**src/rtl/fft_bank_sched.sv**
```systemverilog
// ---------------------------------------------------------------------------
// fft_bank_sched
//   Ping-pong bank scheduler that sits between an FFT core and a display.
//   The FFT writes whole frames into one bank while the display reads
//   passes out of the other. The banks swap only between display passes,
//   so a pass never sees a half-written frame.
//
//   Optional macro: FFT_BANK_STATS_EN
//     defined   -> drop_cnt / short_cnt are saturating 8-bit event counters
//     undefined -> both counters are tied to 0 and no counter logic exists
//
// Ports
//   clk, rst      : clock (rising edge), asynchronous active-high reset
//   fft_valid     : FFT output sample valid
//   fft_eop       : last sample of an FFT frame (qualified by fft_valid)
//   wr_en         : write strobe to the bank RAM
//   wr_bank       : bank being written
//   wr_addr       : write address within wr_bank
//   frame_start   : display requests a new pass (one-cycle pulse)
//   rd_req        : display consumes one point
//   rd_bank       : bank being read (always ~wr_bank)
//   rd_addr       : read address within rd_bank
//   rd_active     : a display pass is in progress
//   point_done    : pulse, last point of the pass was consumed
//   bank_valid    : rd_bank holds a complete frame
//   drop_cnt      : frames dropped because no bank was free
//   short_cnt     : frames discarded for an early fft_eop
//   All outputs come straight from registers.
// ---------------------------------------------------------------------------
module fft_bank_sched #(
  parameter int TRANSFORM_LEN = 1024,
  parameter int DISP_LEN      = TRANSFORM_LEN / 2
) (
  input  logic                                    clk,
  input  logic                                    rst,
  input  logic                                    fft_valid,
  input  logic                                    fft_eop,
  output logic                                    wr_en,
  output logic                                    wr_bank,
  output logic [$clog2(TRANSFORM_LEN)-1:0]        wr_addr,
  input  logic                                    frame_start,
  input  logic                                    rd_req,
  output logic                                    rd_bank,
  output logic [$clog2(DISP_LEN)-1:0]             rd_addr,
  output logic                                    rd_active,
  output logic                                    point_done,
  output logic                                    bank_valid,
  output logic [7:0]                              drop_cnt,
  output logic [7:0]                              short_cnt
);

  localparam int AW = $clog2(TRANSFORM_LEN);
  localparam int RW = $clog2(DISP_LEN);
  localparam logic [AW-1:0] W_LAST = AW'(TRANSFORM_LEN - 1);
  localparam logic [RW-1:0] R_LAST = RW'(DISP_LEN - 1);

  typedef enum logic [1:0] {W_IDLE, W_FILL, W_HOLD} wstate_t;
  typedef enum logic       {R_IDLE, R_DRAW}         rstate_t;

  // ---------------------------------------------------------------------
  // Registers
  // ---------------------------------------------------------------------
  wstate_t         r_ws, w_ws_nxt;
  rstate_t         r_rs, w_rs_nxt;

  logic            r_wr_en,      w_wr_en_nxt;
  logic            r_wr_bank,    w_wr_bank_nxt;
  logic [AW-1:0]   r_wr_addr,    w_wr_addr_nxt;
  logic [AW-1:0]   r_cnt,        w_cnt_nxt;     // index of the next sample
  logic            r_full,       w_full_nxt;    // all TRANSFORM_LEN slots written
  logic            r_ready,      w_ready_nxt;   // complete frame waiting to swap
  logic            r_bank_valid, w_bank_valid_nxt;
  logic            r_rd_bank;
  logic [RW-1:0]   r_rd_addr,    w_rd_addr_nxt;
  logic            r_rd_active;
  logic            r_point_done, w_point_done_nxt;

  // ---------------------------------------------------------------------
  // Write-side event decode
  // ---------------------------------------------------------------------
  logic            w_in_frame;
  logic            w_full_c;
  logic [AW-1:0]   w_idx;
  logic            w_evt_write;
  logic            w_evt_complete;
  logic            w_evt_short;
  logic            w_swap;

  always_comb begin
    w_in_frame     = (r_ws != W_HOLD);
    // A fresh frame always starts at slot 0, whatever the counter holds.
    w_idx          = (r_ws == W_IDLE) ? '0 : r_cnt;
    w_full_c       = (r_ws == W_FILL) && r_full;
    w_evt_write    = w_in_frame && fft_valid && !w_full_c;
    w_evt_complete = w_in_frame && fft_valid && fft_eop &&
                     (w_full_c || (w_idx == W_LAST));
    w_evt_short    = w_in_frame && fft_valid && fft_eop &&
                     !w_full_c && (w_idx != W_LAST);
    // ready is only ever set in W_HOLD, so a swap always leaves W_HOLD.
    w_swap         = r_ready && !r_rd_active;
  end

  // ---------------------------------------------------------------------
  // Write FSM: state register / next state / outputs
  // ---------------------------------------------------------------------
  always_ff @(posedge clk or posedge rst) begin
    if (rst) r_ws <= W_IDLE;
    else     r_ws <= w_ws_nxt;
  end

  always_comb begin
    w_ws_nxt = r_ws;
    if (w_swap) begin
      w_ws_nxt = W_IDLE;
    end else begin
      unique case (r_ws)
        W_IDLE: begin
          if (w_evt_complete)                 w_ws_nxt = W_HOLD;
          else if (fft_valid && !w_evt_short) w_ws_nxt = W_FILL;
        end
        W_FILL: begin
          if (w_evt_complete)   w_ws_nxt = W_HOLD;
          else if (w_evt_short) w_ws_nxt = W_IDLE;
        end
        W_HOLD:  w_ws_nxt = W_HOLD;
        default: w_ws_nxt = W_IDLE;
      endcase
    end
  end

  always_comb begin
    w_wr_en_nxt      = 1'b0;
    w_wr_addr_nxt    = r_wr_addr;   // held while overflowing or holding
    w_cnt_nxt        = r_cnt;
    w_full_nxt       = r_full;
    w_ready_nxt      = r_ready;
    w_wr_bank_nxt    = r_wr_bank;
    w_bank_valid_nxt = r_bank_valid;

    if (w_evt_write) begin
      w_wr_en_nxt   = 1'b1;
      w_wr_addr_nxt = w_idx;
      if (!fft_eop) begin
        if (w_idx == W_LAST) w_full_nxt = 1'b1;
        else                 w_cnt_nxt  = w_idx + AW'(1);
      end
    end

    if (w_evt_complete) begin
      w_ready_nxt = 1'b1;
      w_cnt_nxt   = '0;
      w_full_nxt  = 1'b0;
    end

    // Early eop: the frame is abandoned. The strobe for the eop sample
    // lands on slot 0, which the next frame overwrites first anyway.
    if (w_evt_short) begin
      w_wr_addr_nxt = '0;
      w_cnt_nxt     = '0;
      w_full_nxt    = 1'b0;
    end

    if (w_swap) begin
      w_wr_bank_nxt    = ~r_wr_bank;
      w_ready_nxt      = 1'b0;
      w_bank_valid_nxt = 1'b1;
      w_wr_addr_nxt    = '0;
      w_cnt_nxt        = '0;
      w_full_nxt       = 1'b0;
    end
  end

  always_ff @(posedge clk or posedge rst) begin
    if (rst) begin
      r_wr_en      <= 1'b0;
      r_wr_bank    <= 1'b0;
      r_wr_addr    <= '0;
      r_cnt        <= '0;
      r_full       <= 1'b0;
      r_ready      <= 1'b0;
      r_bank_valid <= 1'b0;
      r_rd_bank    <= 1'b1;
    end else begin
      r_wr_en      <= w_wr_en_nxt;
      r_wr_bank    <= w_wr_bank_nxt;
      r_wr_addr    <= w_wr_addr_nxt;
      r_cnt        <= w_cnt_nxt;
      r_full       <= w_full_nxt;
      r_ready      <= w_ready_nxt;
      r_bank_valid <= w_bank_valid_nxt;
      r_rd_bank    <= ~w_wr_bank_nxt;
    end
  end

  // ---------------------------------------------------------------------
  // Read FSM: state register / next state / outputs
  // ---------------------------------------------------------------------
  logic w_rd_last;
  assign w_rd_last = (r_rd_addr == R_LAST);

  always_ff @(posedge clk or posedge rst) begin
    if (rst) r_rs <= R_IDLE;
    else     r_rs <= w_rs_nxt;
  end

  always_comb begin
    w_rs_nxt = r_rs;
    unique case (r_rs)
      R_IDLE:  if (frame_start)          w_rs_nxt = R_DRAW;
      R_DRAW:  if (rd_req && w_rd_last)  w_rs_nxt = R_IDLE;
      default: w_rs_nxt = R_IDLE;
    endcase
  end

  always_comb begin
    w_rd_addr_nxt    = r_rd_addr;
    w_point_done_nxt = 1'b0;
    if (r_rs == R_IDLE) begin
      if (frame_start) w_rd_addr_nxt = '0;
    end else if (rd_req) begin
      if (w_rd_last) begin
        w_rd_addr_nxt    = '0;
        w_point_done_nxt = 1'b1;
      end else begin
        w_rd_addr_nxt = r_rd_addr + RW'(1);
      end
    end
  end

  always_ff @(posedge clk or posedge rst) begin
    if (rst) begin
      r_rd_addr    <= '0;
      r_rd_active  <= 1'b0;
      r_point_done <= 1'b0;
    end else begin
      r_rd_addr    <= w_rd_addr_nxt;
      r_rd_active  <= (w_rs_nxt == R_DRAW);
      r_point_done <= w_point_done_nxt;
    end
  end

  // ---------------------------------------------------------------------
  // Statistics counters
  // ---------------------------------------------------------------------
`ifdef FFT_BANK_STATS_EN
  logic       w_evt_drop;
  logic [7:0] r_drop_cnt;
  logic [7:0] r_short_cnt;

  // Any frame end seen while a finished frame still waits is lost.
  assign w_evt_drop = (r_ws == W_HOLD) && fft_valid && fft_eop;

  always_ff @(posedge clk or posedge rst) begin
    if (rst) begin
      r_drop_cnt  <= '0;
      r_short_cnt <= '0;
    end else begin
      if (w_evt_drop  && (r_drop_cnt  != 8'hFF)) r_drop_cnt  <= r_drop_cnt  + 8'd1;
      if (w_evt_short && (r_short_cnt != 8'hFF)) r_short_cnt <= r_short_cnt + 8'd1;
    end
  end

  assign drop_cnt  = r_drop_cnt;
  assign short_cnt = r_short_cnt;
`else
  assign drop_cnt  = 8'd0;
  assign short_cnt = 8'd0;
`endif

  // ---------------------------------------------------------------------
  // Outputs
  // ---------------------------------------------------------------------
  assign wr_en      = r_wr_en;
  assign wr_bank    = r_wr_bank;
  assign wr_addr    = r_wr_addr;
  assign rd_bank    = r_rd_bank;
  assign rd_addr    = r_rd_addr;
  assign rd_active  = r_rd_active;
  assign point_done = r_point_done;
  assign bank_valid = r_bank_valid;

endmodule

```
**config.mk**
```make
export PLATFORM = sky130hd
export DESIGN_NAME = fft_bank_sched
export DESIGN_NICKNAME = d
export VERILOG_FILES = /design/src/rtl/fft_bank_sched.sv
export SDC_FILE = /design/constraint.sdc
export NUM_CORES = 1
export LEC_CHECK = 0
export CORE_ASPECT_RATIO = 0.9
export CORE_MARGIN = 4
export CORE_UTILIZATION = 50
export DETAILED_ROUTE_END_ITERATION = 8
export HOLD_SLACK_MARGIN = 0.05
export MAX_ROUTING_LAYER = met4
export PLACE_DENSITY = 0.79
export SLEW_MARGIN = 10
export SYNTH_ARGS = -nofsm -noshare
export SYNTH_HDL_FRONTEND = slang
export SYNTH_SLANG_ARGS = --single-unit
```
**constraint.sdc**
```tcl
create_clock -name clk -period 6.4 [get_ports clk]
set_input_delay 1.6 -clock clk [delete_from_list [all_inputs] [get_ports clk]]
set_output_delay 1.6 -clock clk [all_outputs]
set_load 0.02 [all_outputs]
```
## Word-level counts from Yosys, hierarchy flattened

Cells that the tools add are included.

| word-level totals | value |
|---|---|
| input port bits | 6 |
| logic and storage cells | 88 |
| output and inout port bits | 41 |
| bits in registers | 39 |

| operators by class | value |
|---|---|
| reductions and logical operators | 24 |
| add/subtract/negate cells | 2 |
| bitwise operators | 3 |
| mux-type cells | 36 |
| equality and inequality tests | 11 |

Operator list:

| kind | number |
|---|---|
| $mux 10 | 10 |
| $mux 9 | 4 |
| $mux 1 | 15 |
| $add 10x1->10 const B | 1 |
| $eq 10x10->1 const B | 1 |
| $logic_and 1x1->1 | 10 |
| $mux 2 | 5 |
| $ne 10x10->1 const B | 1 |
| $add 9x1->9 const B | 1 |
| $eq 9x9->1 const B | 1 |
| $ne 4x4->1 const B | 2 |
| $reduce_bool 4->1 | 2 |
| $pmux 2 s3 | 1 |
| $reduce_and 3->1 | 2 |
| $ne 2x2->1 const B | 2 |
| $ne 4x1->1 const B | 1 |
| $ne 4x3->1 const B | 1 |
| $reduce_and 2->1 | 2 |
| $reduce_bool 2->1 | 2 |
| $logic_not 1->1 | 3 |
| $not 1->1 | 3 |
| $reduce_bool 3->1 | 1 |
| $eq 2x1->1 const B | 1 |
| $eq 2x2->1 const B | 1 |
| 3 further kinds | 3 |

## Depth between registers and ports, before layout

| logic depth | value |
|---|---|
| word-level depth | 11 |
| depth in mapped cells | 10 |
| mapped depth without buffers | 8 |

## Worst setup path after synthesis

OpenSTA, ideal clock, no wires.

| timing path | value |
|---|---|
| kind | input to register |
| from | input fft_eop |
| to | register r_cnt[5] |
| stages | 4 |
| setup time | 0.078 ns |
| data required time | 6.322 ns |
| data arrival time | 2.712 ns |
| setup slack | 3.610 ns |
| path buffers | 0 |
| cell sequence | nand2b_1 -> o32a_4 -> or4_1 -> a21oi_1 |

| between the ends | value |
|---|---|
| cells in the longest elaborated chain, start to end | 5 |
| elaborated cells between the ends (all ways) | 11 |
| those cells by class | eq/ne (2); mux (3); reduce/logical (6) |

RTL lines:

| item | RTL line | text |
|---|---|---|
| start: declaration | 37 | `input logic fft_eop,` |
| $logic_and 1x1->1 | 95, 97 |  |
| $logic_and 1x1->1 (on tied branches) | 97, 95 |  |
| $logic_and 1x1->1 or $mux 10 (tied branches) | 98, 149 |  |
| $ne 4x4->1 (no line), or another cell as far along | n/a |  |
| $reduce_and 3->1 (no line) or $mux 10 (tied branches) | n/a |  |
| end signal: assignment | 187 | `r_cnt <= w_cnt_nxt;` |
| end: declaration | 69 | `logic [AW-1:0] r_cnt, w_cnt_nxt;` |

Several ways; a longest one is shown, not always the timed one.
A chain may end at the register's enable or synchronous reset.

## Worst setup path in the final report

| timing path | value |
|---|---|
| from | input fft_eop |
| to | register r_cnt[4] |

The elaborated chain is that of the path after synthesis.

==> results.cfg <==
[setup_path]
crit_path_top_delay_cell = o32ai_2
cp-start-kind = primary input
cpPeakStageDelay_ps = 560
critical_path_class = in -> reg
cp-end-kind = flop
critical-path-top-delay-family = compound AO/OA/AOI/OAI gates
rr_endpoint = wr_addr[0]
crit_chain = clkdlybuf4s50_1 -> nand2b_1 -> o32ai_2 -> a31oi_1 -> a311oi_1
r2r_cells = 7
cp.arrival_ps = 3330
worstReg2RegStart = r_ws[0]
required_ps = 6600
critPathBufInv = 1
r2r_setup_slack_ps = 3620
cp_max_fo = 9

[power_and_ir_drop]
pwr-share-clk_pct = 34.4
power.switching_uw = 167.1
p_int_uw = 425.0
swShare_pct = 28.22
comb_power_share_pct = 17.7
power_density_nw_per_um2 = 239.4
power_leakage_uw = 0.001092
total_power_uw = 592.1
vdd_ir_drop_max_mv = 0.1320
seqPwrFrac_pct = 47.9

[clock_tree]
cts_hold_buf = 0
ctsResizeCount = 0
path_clk_slew_ps = 80
cts_setup_buffers = 0
cts_tree = built
cts-buffers-inserted = 5
h-tree-depth = 2
clockRootBuffer = clkbuf_8
cts.path.max_buffers = 2
cts_sinks = 39
clk_latency_ps = 290

[timing]
relSlewSlack_pct = 47.63
setup_viol = 0
drv_slew = 0
setup_tns_ps = 0
final.min_clock_period_ps = 3133
finalHoldViolCount = 0
period_share_pct = 48.95
fin_skew_ps = 8.598
rsz0062_at_grt = false
fmax_ghz = 0.3192
tightest_slew_ps = 777.4
setup_slack_ps = 3267

[drt]
post_drt_wl_per_cell_um = 14.76
drc = 0
drt_wl_total_mm = 4.220
viasPerCell = 5.696
firstDrtPassIters = 4
antenna_left = 0
drt_iter0_drc = 144
via_count = 1629

[logic_synthesis]
synth_area_um2 = 2122
synth_cells = 209
syn-mean-instance-area_um2 = 10.15
seq_area_frac_synth_pct = 46.05
synth_flop_cell = dfrtp_1
synth-async-reset-ratio_pct = 100.0
ys_ff_latch = 39
synth_cell_types = 50
yosys_warnings = 0
synth_edf_count = 0

[global_routing]
use_met2_pct = 24.56
gr-total-overflow = 0
grt_pass1_vias = 1452
grt_use_met1_pct = 22.89
grt_use_total_pct = 16.97
grt_pass1_wl_mm = 7.120
grt_max_degree = 40
grt_busiest_layer = met2
antenna_found_initial = 0
grt_use_met3_pct = 5.065

[hold_path]
hold_end = bank_valid
hp-class = reg -> reg
min_from = bank_valid
hold_depth = 1

[placed_design]
dp_slack_ps = 3004
gp_congestion = 0.8827
port-buffer-count = 30
dp.final_hpwl_mm = 2.956

[status]
status = complete, no violations

[final_layout]
final_common_cell = dfrtp_1
layout-drive-gt1-share_pct = 8.824
area_delta_synth_final_pct = 16.57
final_cell_mix = dfrtp_1 (38), clkdlybuf4s50_1 (30), nand2_1 (16), o21ai_0 (16), conb_1 (16)
fillerInstances = 350
n_antenna_cell = 0
final_nets = 246

[floorplan]
core_um2 = 4074
rows = 22
dieHeight_um = 69.81
start_util_pct = 52.09
die-area_um2 = 5352
fp.dieW_um = 76.67
ios = 47

[flow_run]
maxCapViolCount = 0
## per-stage QoR
step	util, %	cells	hold WS (ps)	instance area, um2
6_report	60.72	286	476.4	2474
5_1_grt	60.72	286	492.3	2474
4_1_cts	60.72	286	474.4	2474
3_5_place_dp	57.95	278	454.8	2361
3_3_place_gp	57.95	278	449.3	2361
2_1_floorplan	-	224	471.8	2178
## area by class of cell
class	instances	area, um2	share of cell area, %
inverters	4	15.01	0.6070
repair buffers	32	315.3	12.75
multi-input cells	155	993.5	40.16
clock buffers	5	68.82	2.782
well taps	48	60.06	2.428
flip-flops and latches	39	977.2	39.50
clock inverters	3	43.79	1.770
## power groups by stage
| stage | Sequential [uW] | Clock, uW | Combinational, uW |
|---|---|---|---|
| 2_1_floorplan | 301 | 0 | 57.8 |
| 3_3_place_gp | 288 | 0 | 105 |
| 3_5_place_dp | 288 | 0 | 106 |
| 4_1_cts | 284 | 209 | 106 |
| 5_1_grt | 287 | 222 | 114 |
| 6_report | 284 | 203 | 105 |
## worst max path at each step
stage	from	end	slack, ps	depth (start not counted)
2_1_floorplan	fft_eop	r_cnt[5]	3610	4
3_3_place_gp	fft_eop	r_cnt[5]	3010	5
3_5_place_dp	fft_eop	r_cnt[5]	3000	5
4_1_cts	fft_eop	r_cnt[4]	3290	5
5_1_grt	fft_eop	r_cnt[8]	3120	5
6_report	fft_eop	r_cnt[4]	3270	5
## flip-flops by register name, summed over array words and instances (netlist names)
name,cells
r_cnt,10
rd_bank,1
bank_valid,1
rd_addr,9
wr_en,1
point_done,1
r_full,1
rd_active,1
wr_addr,10
r_ready,1
wr_bank,1
r_ws,2
## synth_stat cells, drive strengths merged (2+ instances only)
master	number	area, um2
nor3	2	10.01
a22o	12	105.1
a41oi	2	17.52
o21ai	16	80.08
and3	4	25.02
ha	3	37.54
nand3b	3	22.52
or4	2	15.01
nand3	8	40.04
nor2b	2	12.51
and2	3	18.77
inv	4	15.01
and4	4	35.03
clkbuf	4	16.26
dfrtp	38	950.9
nand4	2	27.53
nor2	13	48.80
a21oi	14	70.07
a211oi	2	15.01
nand2b	3	18.77
buf	22	176.4
nand2	16	60.06
a31oi	2	12.51
o31ai	6	45.04
## logic make-up (layout without fill, tap and decap cells)
kind of cell | count (synthesis) | after routing | share of synthesized area (%)
AND/OR/NAND/NOR | 69 | 69 | 18.28
multiplexers | 2 | 2 | 1.002
adder cells (fa/ha/maj) | 3 | 3 | 1.769
XOR/XNOR | 2 | 2 | 0.8256
flip-flops | 39 | 39 | 46.05
buffers and inverters | 30 | 44 | 9.787
AO/OA/AOI/OAI | 63 | 63 | 22.11
other | 1 | 16 | 0.1767
## routing by layer
layer	part of all wire [%]	vias up
met1	48	771
met4	1.8	0
met5	0	-
met3	5.5	8
li1	-	794
met2	44	56
(Power assumes the default switching activity.)
==> edit (same flow settings) <==
The option `FFT_BANK_STATS_EN` is turned on by a define.
--- a/src/rtl/fft_bank_sched.sv
+++ b/src/rtl/fft_bank_sched.sv
@@ -27,6 +27,8 @@
 //   short_cnt     : frames discarded for an early fft_eop
 //   All outputs come straight from registers.
 // ---------------------------------------------------------------------------
+`define FFT_BANK_STATS_EN
+
 module fft_bank_sched #(
   parameter int TRANSFORM_LEN = 1024,
   parameter int DISP_LEN      = TRANSFORM_LEN / 2
Function: changed (Yosys sat finds a counterexample within 4 cycles, from zero or initial values and one cycle with rst high).
==> edit against the unedited design <==
- cell count grew 37%
- highest routed layer unchanged
- worst hold slack gained 0.025 ns
- clock power shrank 2%
- largest cell class is now registers
- largest power group unchanged
- via count grew 42%
- sequential share of layout area grew 1.1 points
- critical endpoint is now wr_addr[1]
- register-to-register slack lost 0.24 ns
- area after synthesis grew 35%
- non-clock buffer count grew 16
- setup slack lost 0.19 ns
- routed wire length grew 47%
- cell area grew 37%
- power grew 40%
- sequential cell count grew 16
- maximum frequency shrank 5.8%
==> edit: results (changes against the unedited design) <==
outcome: completed
Int Pwr: 0.000567 W (+33%)
crit-path leading delay family: buffers and inverters
Slew @ Worst Pin: 0.729 ns (-0.0481 ns)
1st-iter DRT viols: 137 (-4.9%)
Worst Slack Setup Final: 3.07 ns (-0.194 ns)
Seq power: 0.000434 W (+53%)
largest cells by area after synthesis: dfrtp_1 (47%), xor2_1 (4.0%), nand3_1 (3.2%)
Async SR Flop Fraction: 100% (unchanged)
Worst Skew: 0.00789 ns (-0.000707 ns)
crit path DAT: 3.50 ns (+0.17 ns)
worst skew pair latency: 0.31 ns (+0.02 ns)
Seq. cell area: 1380 µm² (+41%)
Non-Filler Instances: 391 (+37%)
CP max-delay cell: clkdlybuf4s50_1
DR pass1 iterations: 4 (unchanged)
leakage power: 1.47 nW (+35%)
Port-buffer cells: 46 (+53%)
fillcell total: 461 (+32%)
adder-cell share of the synthesized area: 2.19% (+0.42 points)
largest net degree at the start of global routing: 56 (+40%)
cell area after placement: 3300 µm² (+40%)
R2R setup slack: 3.38 ns (-0.24 ns)
final net count: 334 (+36%)
placed insts: 383 (+38%)
HPWL Detailed: 4320 µm (+46%)
Gate Count Post-Synth: 282 (+35%)
DR WL/cell: 15.9 µm (+7.7%)
Comb power frac: 23.5% (+5.8 points)
Seq/Total Area, Yosys: 48.2% (+2.2 points)
hold_ws: 0.502 ns (+0.0254 ns)
proportion of synthesized area in mux cells: 3.02% (+2.0 points)
post-synth cell types: 58 (+16%)
worst-case vdd ir drop: 0.000225 V (+71%)
compound-cell area share of the yosys netlist: 13.5% (-8.6 points)
gpl congestion: 0.896 (+1.5%)
share of cells above drive strength 1: 8.33% (-0.49 points)
GRT Overall Usage: 20.1% (+3.2 points)
initial antenna violation count: 0 (unchanged)
Hold Startpoint: wr_bank
R2R depth: 8 (+1)
largest family of logic cells by synthesized area: simple AND/OR/NAND/NOR gates
Power Density: 243 nW/µm² (+1.6%)
Commonest cells post-synth: dfrtp_1 (54), nand2_1 (21), nand3_1 (18)
post-CTS setup buffers: 0 (unchanged)
Yosys top cell area share: 47.3% (+2.5 points)
Synth Area in XOR/XNOR: 4.60% (+3.8 points)
hold worst-path end: wr_bank
via count: 2317 (+42%)
global-route wire length before repair: 11000 µm (+54%)
Critical Path End: wr_addr[1]
DP Worst Slack: 2.76 ns (-0.242 ns)
CP max FO: 13 (+4)
Crit. Startpoint: fft_valid
worst stage delay on the critical path: 0.73 ns (+0.17 ns)
## edit: final cells by class
class | instances | share of cell area (%)
clock inverters | 1 | 0.258
multi-input cells | 207 | 39.5
repair buffers | 48 | 14.0
flip-flops and latches | 55 | 40.6
well taps | 67 | 2.47
clock buffers | 7 | 2.54
inverters | 6 | 0.663
## edit: worst reg2reg max path: cells and delay by family (launching register included)
kind / cells / cell delay, ns
buffers and inverters: 1 / 0.22
AO/OA/AOI/OAI: 1 / 0.69
AND/OR/NAND/NOR: 5 / 1.00
adder cells (fa/ha/maj): 1 / 0.36
flip-flops: 1 / 0.62
## edit: layer usage
metal | routed length [µm] | global-route usage (%) | vias up
met4 | 102 | 6.60 | 0
met5 | 0 | - | -
met1 | 2850 | 26.8 | 1125
li1 | - | - | 1115
met2 | 2990 | 30.9 | 65
met3 | 273 | 4.02 | 12
